<file path="src/rtl/vga_sync_decoder.sv">
// vga_sync_decoder
// ----------------
// Receive-side VGA timing decoder. Samples hsync/vsync/RGB222 on the pixel
// clock, recovers the pixel coordinates, measures line and frame timing and
// declares lock after LOCK_FRAMES consecutive conformant frames.
//
// Ports
//   clk          pixel clock
//   rst_n        asynchronous active-low reset
//   hsync_in     incoming horizontal sync (polarity set by SYNC_ACTIVE_LOW)
//   vsync_in     incoming vertical sync
//   rgb_in       {R[1:0],G[1:0],B[1:0]}
//   pix_x/pix_y  coordinates in the active area, 0 when !pix_valid
//   pix_valid    active-video pixel present this cycle
//   pix_rgb      colour aligned with pix_x/pix_y, 0 when !pix_valid
//   frame_start  1-cycle pulse on each detected vsync leading edge
//   locked       timing has been conformant for LOCK_FRAMES frames
//   line_len     length in clocks of the last measured line
//   frame_lines  line count of the last completed frame
//
// Output stream: pix_valid is a valid-only qualifier with no ready; the
// consumer must take pix_x/pix_y/pix_rgb on every cycle pix_valid is high,
// and those buses read 0 whenever pix_valid is low.
//
// Input-to-output latency is SYNC_STAGES+1 clocks: SYNC_STAGES synchroniser
// flops, then one registered output stage. The edge detector compares the
// last synchroniser stage with a one-cycle-old copy, so it adds no latency to
// the data path.
module vga_sync_decoder #(
    parameter int H_ACTIVE        = 640,
    parameter int H_SYNC          = 96,
    parameter int H_BACK          = 48,
    parameter int H_TOTAL         = 800,
    parameter int V_ACTIVE        = 480,
    parameter int V_SYNC          = 2,
    parameter int V_BACK          = 33,
    parameter int V_TOTAL         = 525,
    parameter bit SYNC_ACTIVE_LOW = 1'b1,
    parameter int SYNC_STAGES     = 2,
    parameter int LOCK_FRAMES     = 2
) (
    input  logic        clk,
    input  logic        rst_n,
    input  logic        hsync_in,
    input  logic        vsync_in,
    input  logic [5:0]  rgb_in,
    output logic [9:0]  pix_x,
    output logic [9:0]  pix_y,
    output logic        pix_valid,
    output logic [5:0]  pix_rgb,
    output logic        frame_start,
    output logic        locked,
    output logic [10:0] line_len,
    output logic [9:0]  frame_lines
);

    localparam logic [10:0] H_LO      = 11'(H_SYNC + H_BACK);
    localparam logic [10:0] H_HI      = 11'(H_SYNC + H_BACK + H_ACTIVE - 1);
    localparam logic [9:0]  V_LO      = 10'(V_SYNC + V_BACK);
    localparam logic [9:0]  V_HI      = 10'(V_SYNC + V_BACK + V_ACTIVE - 1);
    localparam logic [10:0] H_LAST    = 11'(H_TOTAL - 1);
    localparam logic [9:0]  V_FULL    = 10'(V_TOTAL);
    localparam logic [10:0] H_TIMEOUT = 11'(2 * H_TOTAL);
    // vcnt is 10 bits and saturates at 1023, so a 2*V_TOTAL limit that does
    // not fit is clipped to the saturation value to stay reachable.
    localparam logic [9:0]  V_TIMEOUT = (2 * V_TOTAL > 1023) ? 10'h3FF : 10'(2 * V_TOTAL);
    localparam logic [3:0]  LOCK_N    = 4'(LOCK_FRAMES);
    localparam logic        POL       = SYNC_ACTIVE_LOW;

    typedef enum logic [1:0] {
        ST_UNLOCKED = 2'd0,
        ST_TRACKING = 2'd1,
        ST_LOCKED   = 2'd2
    } state_t;

    // Input synchronisers.
    logic [SYNC_STAGES-1:0] hs_sr;
    logic [SYNC_STAGES-1:0] vs_sr;
    logic [5:0]             rgb_sr [SYNC_STAGES];
    logic                   hs_prev;
    logic                   vs_prev;

    always_ff @(posedge clk or negedge rst_n) begin
        if (!rst_n) begin
            hs_sr   <= '0;
            vs_sr   <= '0;
            hs_prev <= 1'b0;
            vs_prev <= 1'b0;
            for (int i = 0; i < SYNC_STAGES; i++) rgb_sr[i] <= '0;
        end else begin
            hs_sr[0]  <= hsync_in;
            vs_sr[0]  <= vsync_in;
            rgb_sr[0] <= rgb_in;
            for (int i = 1; i < SYNC_STAGES; i++) begin
                hs_sr[i]  <= hs_sr[i-1];
                vs_sr[i]  <= vs_sr[i-1];
                rgb_sr[i] <= rgb_sr[i-1];
            end
            hs_prev <= hs_sr[SYNC_STAGES-1];
            vs_prev <= vs_sr[SYNC_STAGES-1];
        end
    end

    // Leading edge = transition into the asserted level. XOR with POL maps
    // the raw level to "asserted".
    logic h_edge;
    logic v_edge;
    assign h_edge = (hs_sr[SYNC_STAGES-1] ^ POL) & ~(hs_prev ^ POL);
    assign v_edge = (vs_sr[SYNC_STAGES-1] ^ POL) & ~(vs_prev ^ POL);

    // Counters and measurement state.
    state_t      state_q, state_d;
    logic [3:0]  good_cnt_q, good_cnt_d;
    logic [10:0] hcnt_q, hcnt_d, hcnt_inc;
    logic [9:0]  vcnt_q, vcnt_d, vcnt_inc;
    logic        h_seen_q;    // an hsync edge has been seen since reset/unlock
    logic        line_err_q;  // a non-conformant line occurred this frame
    logic        cur_line_bad;
    logic        frame_bad;
    logic        timeout;
    logic        active_d;

    always_comb begin
        hcnt_inc = (hcnt_q == 11'h7FF) ? hcnt_q : hcnt_q + 11'd1;
        vcnt_inc = (vcnt_q == 10'h3FF) ? vcnt_q : vcnt_q + 10'd1;

        hcnt_d = h_edge ? 11'd0 : hcnt_inc;
        vcnt_d = vcnt_q;
        if (v_edge) vcnt_d = 10'd0;
        else if (h_edge) vcnt_d = vcnt_inc;

        // A line ending on this edge is H_TOTAL long when the count before
        // the edge was H_TOTAL-1; the first edge after reset/unlock only
        // starts the measurement.
        cur_line_bad = h_edge && h_seen_q && (hcnt_q != H_LAST);
        // vcnt counts hsync edges after the vsync edge, so the line that
        // carried the vsync edge is the +1 in the frame's line count.
        frame_bad    = line_err_q || cur_line_bad || (vcnt_inc != V_FULL);
        timeout      = (hcnt_d >= H_TIMEOUT) || (vcnt_d >= V_TIMEOUT);
    end

    // Lock FSM, next-state logic. Timeout overrides everything.
    always_comb begin
        state_d    = state_q;
        good_cnt_d = good_cnt_q;
        if (timeout) begin
            state_d    = ST_UNLOCKED;
            good_cnt_d = 4'd0;
        end else if (v_edge) begin
            case (state_q)
                ST_UNLOCKED: begin
                    state_d    = ST_TRACKING;
                    good_cnt_d = 4'd0;
                end
                ST_TRACKING: begin
                    if (frame_bad) begin
                        good_cnt_d = 4'd0;
                    end else begin
                        good_cnt_d = good_cnt_q + 4'd1;
                        if (good_cnt_q + 4'd1 == LOCK_N) state_d = ST_LOCKED;
                    end
                end
                ST_LOCKED: begin
                    if (frame_bad) begin
                        state_d    = ST_TRACKING;
                        good_cnt_d = 4'd0;
                    end
                end
                default: begin
                    state_d    = ST_UNLOCKED;
                    good_cnt_d = 4'd0;
                end
            endcase
        end
    end

    // Coordinates of the sample currently at the last synchroniser stage are
    // the counters' next values; they are trusted only once tracking.
    assign active_d = (state_d != ST_UNLOCKED) &&
                      (hcnt_d >= H_LO) && (hcnt_d <= H_HI) &&
                      (vcnt_d >= V_LO) && (vcnt_d <= V_HI);

    always_ff @(posedge clk or negedge rst_n) begin
        if (!rst_n) begin
            state_q     <= ST_UNLOCKED;
            good_cnt_q  <= 4'd0;
            hcnt_q      <= 11'd0;
            vcnt_q      <= 10'd0;
            h_seen_q    <= 1'b0;
            line_err_q  <= 1'b0;
            line_len    <= 11'd0;
            frame_lines <= 10'd0;
            frame_start <= 1'b0;
            locked      <= 1'b0;
            pix_valid   <= 1'b0;
            pix_x       <= 10'd0;
            pix_y       <= 10'd0;
            pix_rgb     <= 6'd0;
        end else begin
            state_q    <= state_d;
            good_cnt_q <= good_cnt_d;
            hcnt_q     <= hcnt_d;
            vcnt_q     <= vcnt_d;

            if (timeout) h_seen_q <= 1'b0;
            else if (h_edge) h_seen_q <= 1'b1;

            if (h_edge && h_seen_q) line_len <= hcnt_inc;

            if (v_edge || timeout) line_err_q <= 1'b0;
            else if (cur_line_bad) line_err_q <= 1'b1;

            // Only a frame opened by a previous vsync edge is a measurement.
            if (v_edge && !timeout && state_q != ST_UNLOCKED) frame_lines <= vcnt_inc;

            frame_start <= v_edge;
            locked      <= (state_d == ST_LOCKED);
            pix_valid   <= active_d;
            pix_x       <= active_d ? 10'(hcnt_d - H_LO) : 10'd0;
            pix_y       <= active_d ? (vcnt_d - V_LO) : 10'd0;
            pix_rgb     <= active_d ? rgb_sr[SYNC_STAGES-1] : 6'd0;
        end
    end

endmodule

</file>
<file path="config.mk">
export PLATFORM = sky130hd
export DESIGN_NAME = vga_sync_decoder
export DESIGN_NICKNAME = d
export VERILOG_FILES = /design/src/rtl/vga_sync_decoder.sv
export SDC_FILE = /design/constraint.sdc
export NUM_CORES = 1
export LEC_CHECK = 0
export ABC_CLOCK_PERIOD_IN_PS = 4500
export BUFFER_PORTS_ARGS = -buffer_cell sky130_fd_sc_hd__buf_4
export CORE_MARGIN = 4
export CORE_UTILIZATION = 50
export CTS_BUF_LIST = sky130_fd_sc_hd__clkbuf_16
export CTS_CLUSTER_SIZE = 20
export DETAILED_ROUTE_END_ITERATION = 10
export PLACE_DENSITY = 0.67
export SYNTH_ARGS = -nofsm -noshare
export SYNTH_HDL_FRONTEND = slang
export SYNTH_SLANG_ARGS = --single-unit
</file>
<file path="constraint.sdc">
create_clock -name clk -period 4.5 [get_ports clk]
set_input_delay 0.675 -clock clk [delete_from_list [all_inputs] [get_ports clk]]
set_output_delay 0.675 -clock clk [all_outputs]
set_load 0.05 [all_outputs]
</file>
==> results of run 1 <==
==> per-stage QoR <==
| step | worst slack, ps | power, W | cells | hold WS, ps |
|---|---|---|---|---|
| 2_1_floorplan | 1070 | 0.00123 | 478 | 331 |
| 3_5_place_dp | 618 | 0.00133 | 643 | 336 |
| 4_1_cts | 597 | 0.00203 | 658 | 351 |
| 3_3_place_gp | 836 | 0.00133 | 643 | 333 |
| 6_report | 594 | 0.00201 | 658 | 348 |
| 5_1_grt | 321 | 0.00210 | 658 | 359 |
==> placed cells by master (no fill, tap or decap), types with 10 or more instances in the layout <==
cell / Yosys / final
nand3_1: 12 / 12
nand4_1: 10 / 10
nor3_1: 36 / 36
buf_4: 6 / 67
dfrtp_1: 97 / 97
and2_1: 10 / 10
a21oi_1: 19 / 19
a31oi_1: 14 / 14
nor2_1: 30 / 30
nand2_1: 29 / 29
o21ai_0: 30 / 30
inv_1: 20 / 20
==> metal layers <==
metal / share of wire / GRT usage / vias up
li1: - / - / 1813
met1: 0.48 / 0.299 / 1817
met2: 0.44 / 0.291 / 135
met3: 0.062 / 0.0552 / 23
met4: 0.025 / 0.0866 / 0
met5: 0 / 0 / -
==> sequential cells by signal (all words and copies together), names as in the netlist, 2 cells and up <==
register     count
hs_sr            2
pix_x           10
good_cnt_q       4
pix_y           10
line_len        11
pix_rgb          6
frame_lines     10
rgb_sr          12
vcnt_q          10
hcnt_q          11
state_q          2
vs_sr            2
==> worst max-delay path, cell delays in order (launching register included) <==
cell and delay (ps):
dfrtp_1 490, ha_1 360, and4_1 310, a31oi_1 410, mux2i_1 290, nor2_1 100
ha_1 250, or4_1 660, a221o_1 380, o211ai_4 320, nor3_1 170
==> worst min path at each step <==
stage                          start         to  slack (ps)  depth (start not counted)
final                       vs_sr[0]   vs_sr[1]         350                          0
after global routing      rgb_sr[10]  rgb_sr[4]         360                          0
after CTS                   vs_sr[0]   vs_sr[1]         350                          0
after detailed placement    vs_sr[0]   vs_sr[1]         340                          0
after global placement     rgb_sr[7]  rgb_sr[1]         330                          0
after floorplan             hs_sr[0]   hs_sr[1]         330                          0
==> cell families after synthesis <==
kind of cell | Yosys count | share of synthesized area
xor gates and xnor gates | 14 | 0.0246
adders and majority gates | 9 | 0.0226
buffers and inverters | 57 | 0.0613
DFF | 97 | 0.487
AOI/OAI and AO/OA | 106 | 0.155
muxes | 23 | 0.0558
and+or+nand+nor | 172 | 0.193
==> power groups by stage <==
stage / sequential, W / clock (W) / combinational, W
2_1_floorplan: 0.00105 / 0 / 0.000183
3_3_place_gp: 0.000989 / 0 / 0.000338
3_5_place_dp: 0.000990 / 0 / 0.000343
4_1_cts: 0.000975 / 0.000709 / 0.000345
5_1_grt: 0.000985 / 0.000742 / 0.000374
6_report: 0.000976 / 0.000690 / 0.000340
==> layout make-up <==
class	count	area share
Clock inverter	6	0.00638
Sequential cell	97	0.427
Tap cell	133	0.0293
Multi-Input combinational cell	324	0.395
Inverter	22	0.0145
Timing Repair Buffer	67	0.0884
Clock buffer	9	0.0396
==> metrics.txt, run 1 <==
WL final=11000 um; router iterations before antenna repair=5; CP Data Arrival Time=between 4000 and 5000 ps; # setup viols final=0; min-delay worst type=reg -> reg; number of synthesized flops with an enable pin=0; Commonest cells post-synth=dfrtp_1 (97), nor3_1 (36), nor2_1 (30), o21ai_0 (30), nand2_1 (29); ANT nets after route=0; CTS resizes=0; WL/cell=16.7 um; Yosys reg bits=between 90 and 100; sw frac=0.297; Crit Reg-Reg Endpoint=pix_x[7]; Final Hold Viols=0; Area contributors post-synth=dfrtp_1 (49%), nor3_1 (3.6%), o21ai_0 (3.0%); Clk pwr share=0.344; largest net degree at the start of global routing=69; post-route cell area=0.00569 sq mm; Vias/cell=about 5.8; initial antenna violation count=0; critical path class=reg -> reg; Chip Height=roughly 110 um; Reg2Reg Depth=10; DP HPWL=between 7000 and 8000 um; Synth top area share=0.487; Final Skew=7.48 ps; Core Area=0.00973 sq mm; Synth Flop Type=dfrtp_1; Filler Cells Inserted=868; Flop pwr share=0.487; Psw=roughly 0.00060 W; # DRC=0; synth unique cells=74; worst slew pin tran=844 ps; Placed Area=about 0.0054 sq mm; Async SR Flop Fraction=1.00; Final period util=0.868; Max Cap Violations=0; vias in the first global route=3675; Combinational Power Share=0.170; RSZ-0062 raised after global routing=false; initial drt markers=332; required time of the worst setup path=4680 ps; Total Routing Usage GR=0.206; n_diodes=0; critical path launch point type=flop; PwrDens=353 mW/mm^2; clk slew on worst S/H paths=60 ps; Max Fclk=256 MHz; status=completed; Rel. slew slack=0.438; FF-to-FF setup slack=590 ps; Reg area=0.00243 sq mm; critical path startpoint=vcnt_q[0]; Overflow after GRT=0; latest clock arrival within the worst-skew pair=350 ps; Yosys warnings=0; Die X=approximately 110 um; crit-path max FO=27; Root Buffer=clkbuf_16; top-count cell post-synth=dfrtp_1; FF-to-FF Start=vcnt_q[0]; Initial Utilization=0.512; total CTS buffers=9; leak pwr=2.63 nW; total negative slack=0 ps; vias=roughly 3800; Power Internal=0.00141 W; clock tree sinks=97; Yosys top cell by area=dfrtp_1; Final min period=3910 ps; cts hold-fix bufs=0; Slew Viols, Final=0; synthesized cell area=between 0.004 and 0.005 sq mm; # rows=36; crit path capture type=flop; Multi-input gate area=0.00225 sq mm; CTS tree=built; clock buffer depth=2; Area Overhead vs Synth=14.2%; syn_nets=a little under 500; GP Congestion=0.871; fin util=0.585; IO Count=60; Worst Setup EP=pix_x[7]; first-pass GRT wire length=18900 um; die area=0.0116 sq mm; sequential element share of the synthesized area=0.487; share of layout cells above drive strength 1=0.221; Layout Nets=540; H-tree depth=3; # port buffers=59; Synth Instances=478; setup bufs post-CTS=0; Peak VDD IR=280 uV; Avg Cell Area, Syn=10.4 sq um
Power figures use the tool's default switching activity.
==> inputs of run 2 (changes only) <==
--- a/config.mk
+++ b/config.mk
@@ -13,6 +13,7 @@
 export CTS_CLUSTER_SIZE = 20
 export DETAILED_ROUTE_END_ITERATION = 10
 export PLACE_DENSITY = 0.67
+export RECOVER_POWER = 25
 export SYNTH_ARGS = -nofsm -noshare
 export SYNTH_HDL_FRONTEND = slang
 export SYNTH_SLANG_ARGS = --single-unit
==> run 2 against run 1 <==
  * The flow now finishes with violations (capacitance limit, slew limit)
  * Sequential power hardly changed
  * Die area unchanged
  * Hold slack hardly changed
  * Largest power group unchanged
==> metrics.txt, run 2 (synthesized netlist as in run 1, its figures left out) <==
status=finished with violations; violated checks=capacitance limit, slew limit; H-tree depth=3 (unchanged); WHS Path Cells=0 (unchanged); max reg flops=12 (unchanged); Max Cap Violations=1 (+1); die area=0.0116 sq mm (unchanged); Layout Nets=540 (unchanged); worst slew pin tran=1650 ps (+811 ps); commonest non-fill, non-tap cell in the layout=dfrtp_1; largest reg by FF count=rgb_sr; # DRC=0 (unchanged); setup bufs post-CTS=0 (unchanged); critical path launch point type=flop; Reg2Reg Depth=10 (unchanged); biggest regs=rgb_sr x12, hcnt_q x11, line_len x11; clk slew on worst S/H paths=60 ps (about the same); WL/cell=16.7 um (+0.16%); Core Area=0.00973 sq mm (unchanged); hold slack final=348 ps (+0.00100 ps); # rows=36 (unchanged); CTS tree=built; Peak VDD IR=282 uV (+0.70%); Filler Cells Inserted=868 (unchanged); final total power=0.00201 W (about the same); most frequent cells in the layout=dfrtp_1 (97), buf_4 (58), nor3_1 (36), o21ai_0 (30), nor2_1 (30); min-delay worst type=reg -> reg; crit-path max FO=27 (unchanged); critical path class=reg -> reg; Final Hold Viols=0 (unchanged); Rel. slew slack=-0.103 (-0.541); Placed Area=0.00543 sq mm (unchanged); WL final=11000 um (+0.16%); router iterations before antenna repair=5 (unchanged); first-pass GRT wire length=18900 um (unchanged); vias in the first global route=3675 (unchanged); latest clock arrival within the worst-skew pair=350 ps (about the same); DP HPWL=7620 um (unchanged); Root Buffer=clkbuf_16; FF-to-FF Start=vcnt_q[0]; Crit Reg-Reg Endpoint=pix_x[7]; Reg area=0.00243 sq mm (unchanged); dpl cells=643 (unchanged); vias=3785 (-0.079%); Slew Viols, Final=69 (+69); # setup viols final=0 (unchanged); Final Skew=6.81 ps (-0.667 ps); RSZ-0062 raised after global routing=false; initial antenna violation count=0 (unchanged); n_diodes=0 (unchanged); total CTS buffers=9 (unchanged); CP Data Arrival Time=4090 ps (about the same); Final min period=3900 ps (-2.06 ps); # port buffers=59 (unchanged); Multi-input gate area=0.00225 sq mm (unchanged); initial drt markers=331 (-0.30%); Area Overhead vs Synth=14.2% (about the same); crit path capture type=flop; Max Fclk=256 MHz (about the same); largest net degree at the start of global routing=69 (unchanged); Chip Height=108 um (unchanged); cts hold-fix bufs=0 (unchanged); ANT nets after route=0 (unchanged); hold path startpoint=vs_sr[0]; share of layout cells above drive strength 1=0.221 (unchanged); Final period util=0.867 (about the same); clock tree sinks=97 (unchanged); leak pwr=2.63 nW (about the same); GP Congestion=0.871 (unchanged); Initial Utilization=0.512 (unchanged); Hold EP=vs_sr[1]; Vias/cell=5.75 (about the same); required time of the worst setup path=4680 ps (about the same); clock buffer depth=2 (unchanged); CTS resizes=0 (unchanged); Overflow after GRT=0 (unchanged); post-route cell area=0.00569 sq mm (about the same); PwrDens=353 mW/mm^2 (about the same); IO Count=60 (unchanged); FF-to-FF setup slack=600 ps (about the same); Finished Layout Cells=658 (unchanged); Total Routing Usage GR=0.206 (unchanged); Die X=108 um (unchanged); total negative slack=0 ps (unchanged)
## run 2: changes by cell type in the layout (fill, tap and decap cells not counted)
cell,change
buf_4,-9
clkbuf_2,+1
clkbuf_4,+8
## run 2: final cells by class
cell class                      instances  share of cell area
Clock inverter                          6             0.00638
Multi-Input combinational cell        324               0.395
Tap cell                              133              0.0293
Timing Repair Buffer                   67              0.0880
Inverter                               22              0.0145
Clock buffer                            9              0.0396
Sequential cell                        97               0.427
## run 2: critical path, cell delays in order (launching register included)
cell and delay [ps]:
dfrtp_1 490, ha_1 360, and4_1 310, a31oi_1 410
mux2i_1 290, nor2_1 100, ha_1 250, or4_1 660
a221o_1 380, o211ai_4 320, nor3_1 170
## run 2: how the worst max path moves through the flow
stage,startpoint,end,slack (ps)
after floorplan,vcnt_q[1],pix_x[4],1070
after global placement,vcnt_q[0],pix_y[7],840
after detailed placement,vcnt_q[0],pix_x[7],620
after CTS,vcnt_q[0],pix_x[7],600
after global routing,vcnt_q[0],pix_x[7],320
final,vcnt_q[0],pix_x[7],600
## run 2: where the power goes
part,internal (W),switching (W),total [W],leakage [nW]
clock network,0.000367,0.000323,0.000690,0.122
registers,0.000922,0.0000542,0.000976,1.28
logic,0.000120,0.000220,0.000340,1.23
total,0.00141,0.000597,0.00201,2.63
## run 2: layer usage
| layer | part of all wire | wire (um) | global-route usage |
|---|---|---|---|
| met1 | 0.48 | 5270 | 0.299 |
| met2 | 0.43 | 4770 | 0.291 |
| met3 | 0.061 | 669 | 0.0552 |
| met4 | 0.025 | 270 | 0.0866 |
| met5 | 0 | 0 | 0 |
## run 2: metrics by stage
step	setup slack [ps]	utilization
after detailed placement	618	0.558
after CTS	597	0.585
final	596	0.584
after global placement	836	0.558
after floorplan	1070	-
after global routing	321	0.584
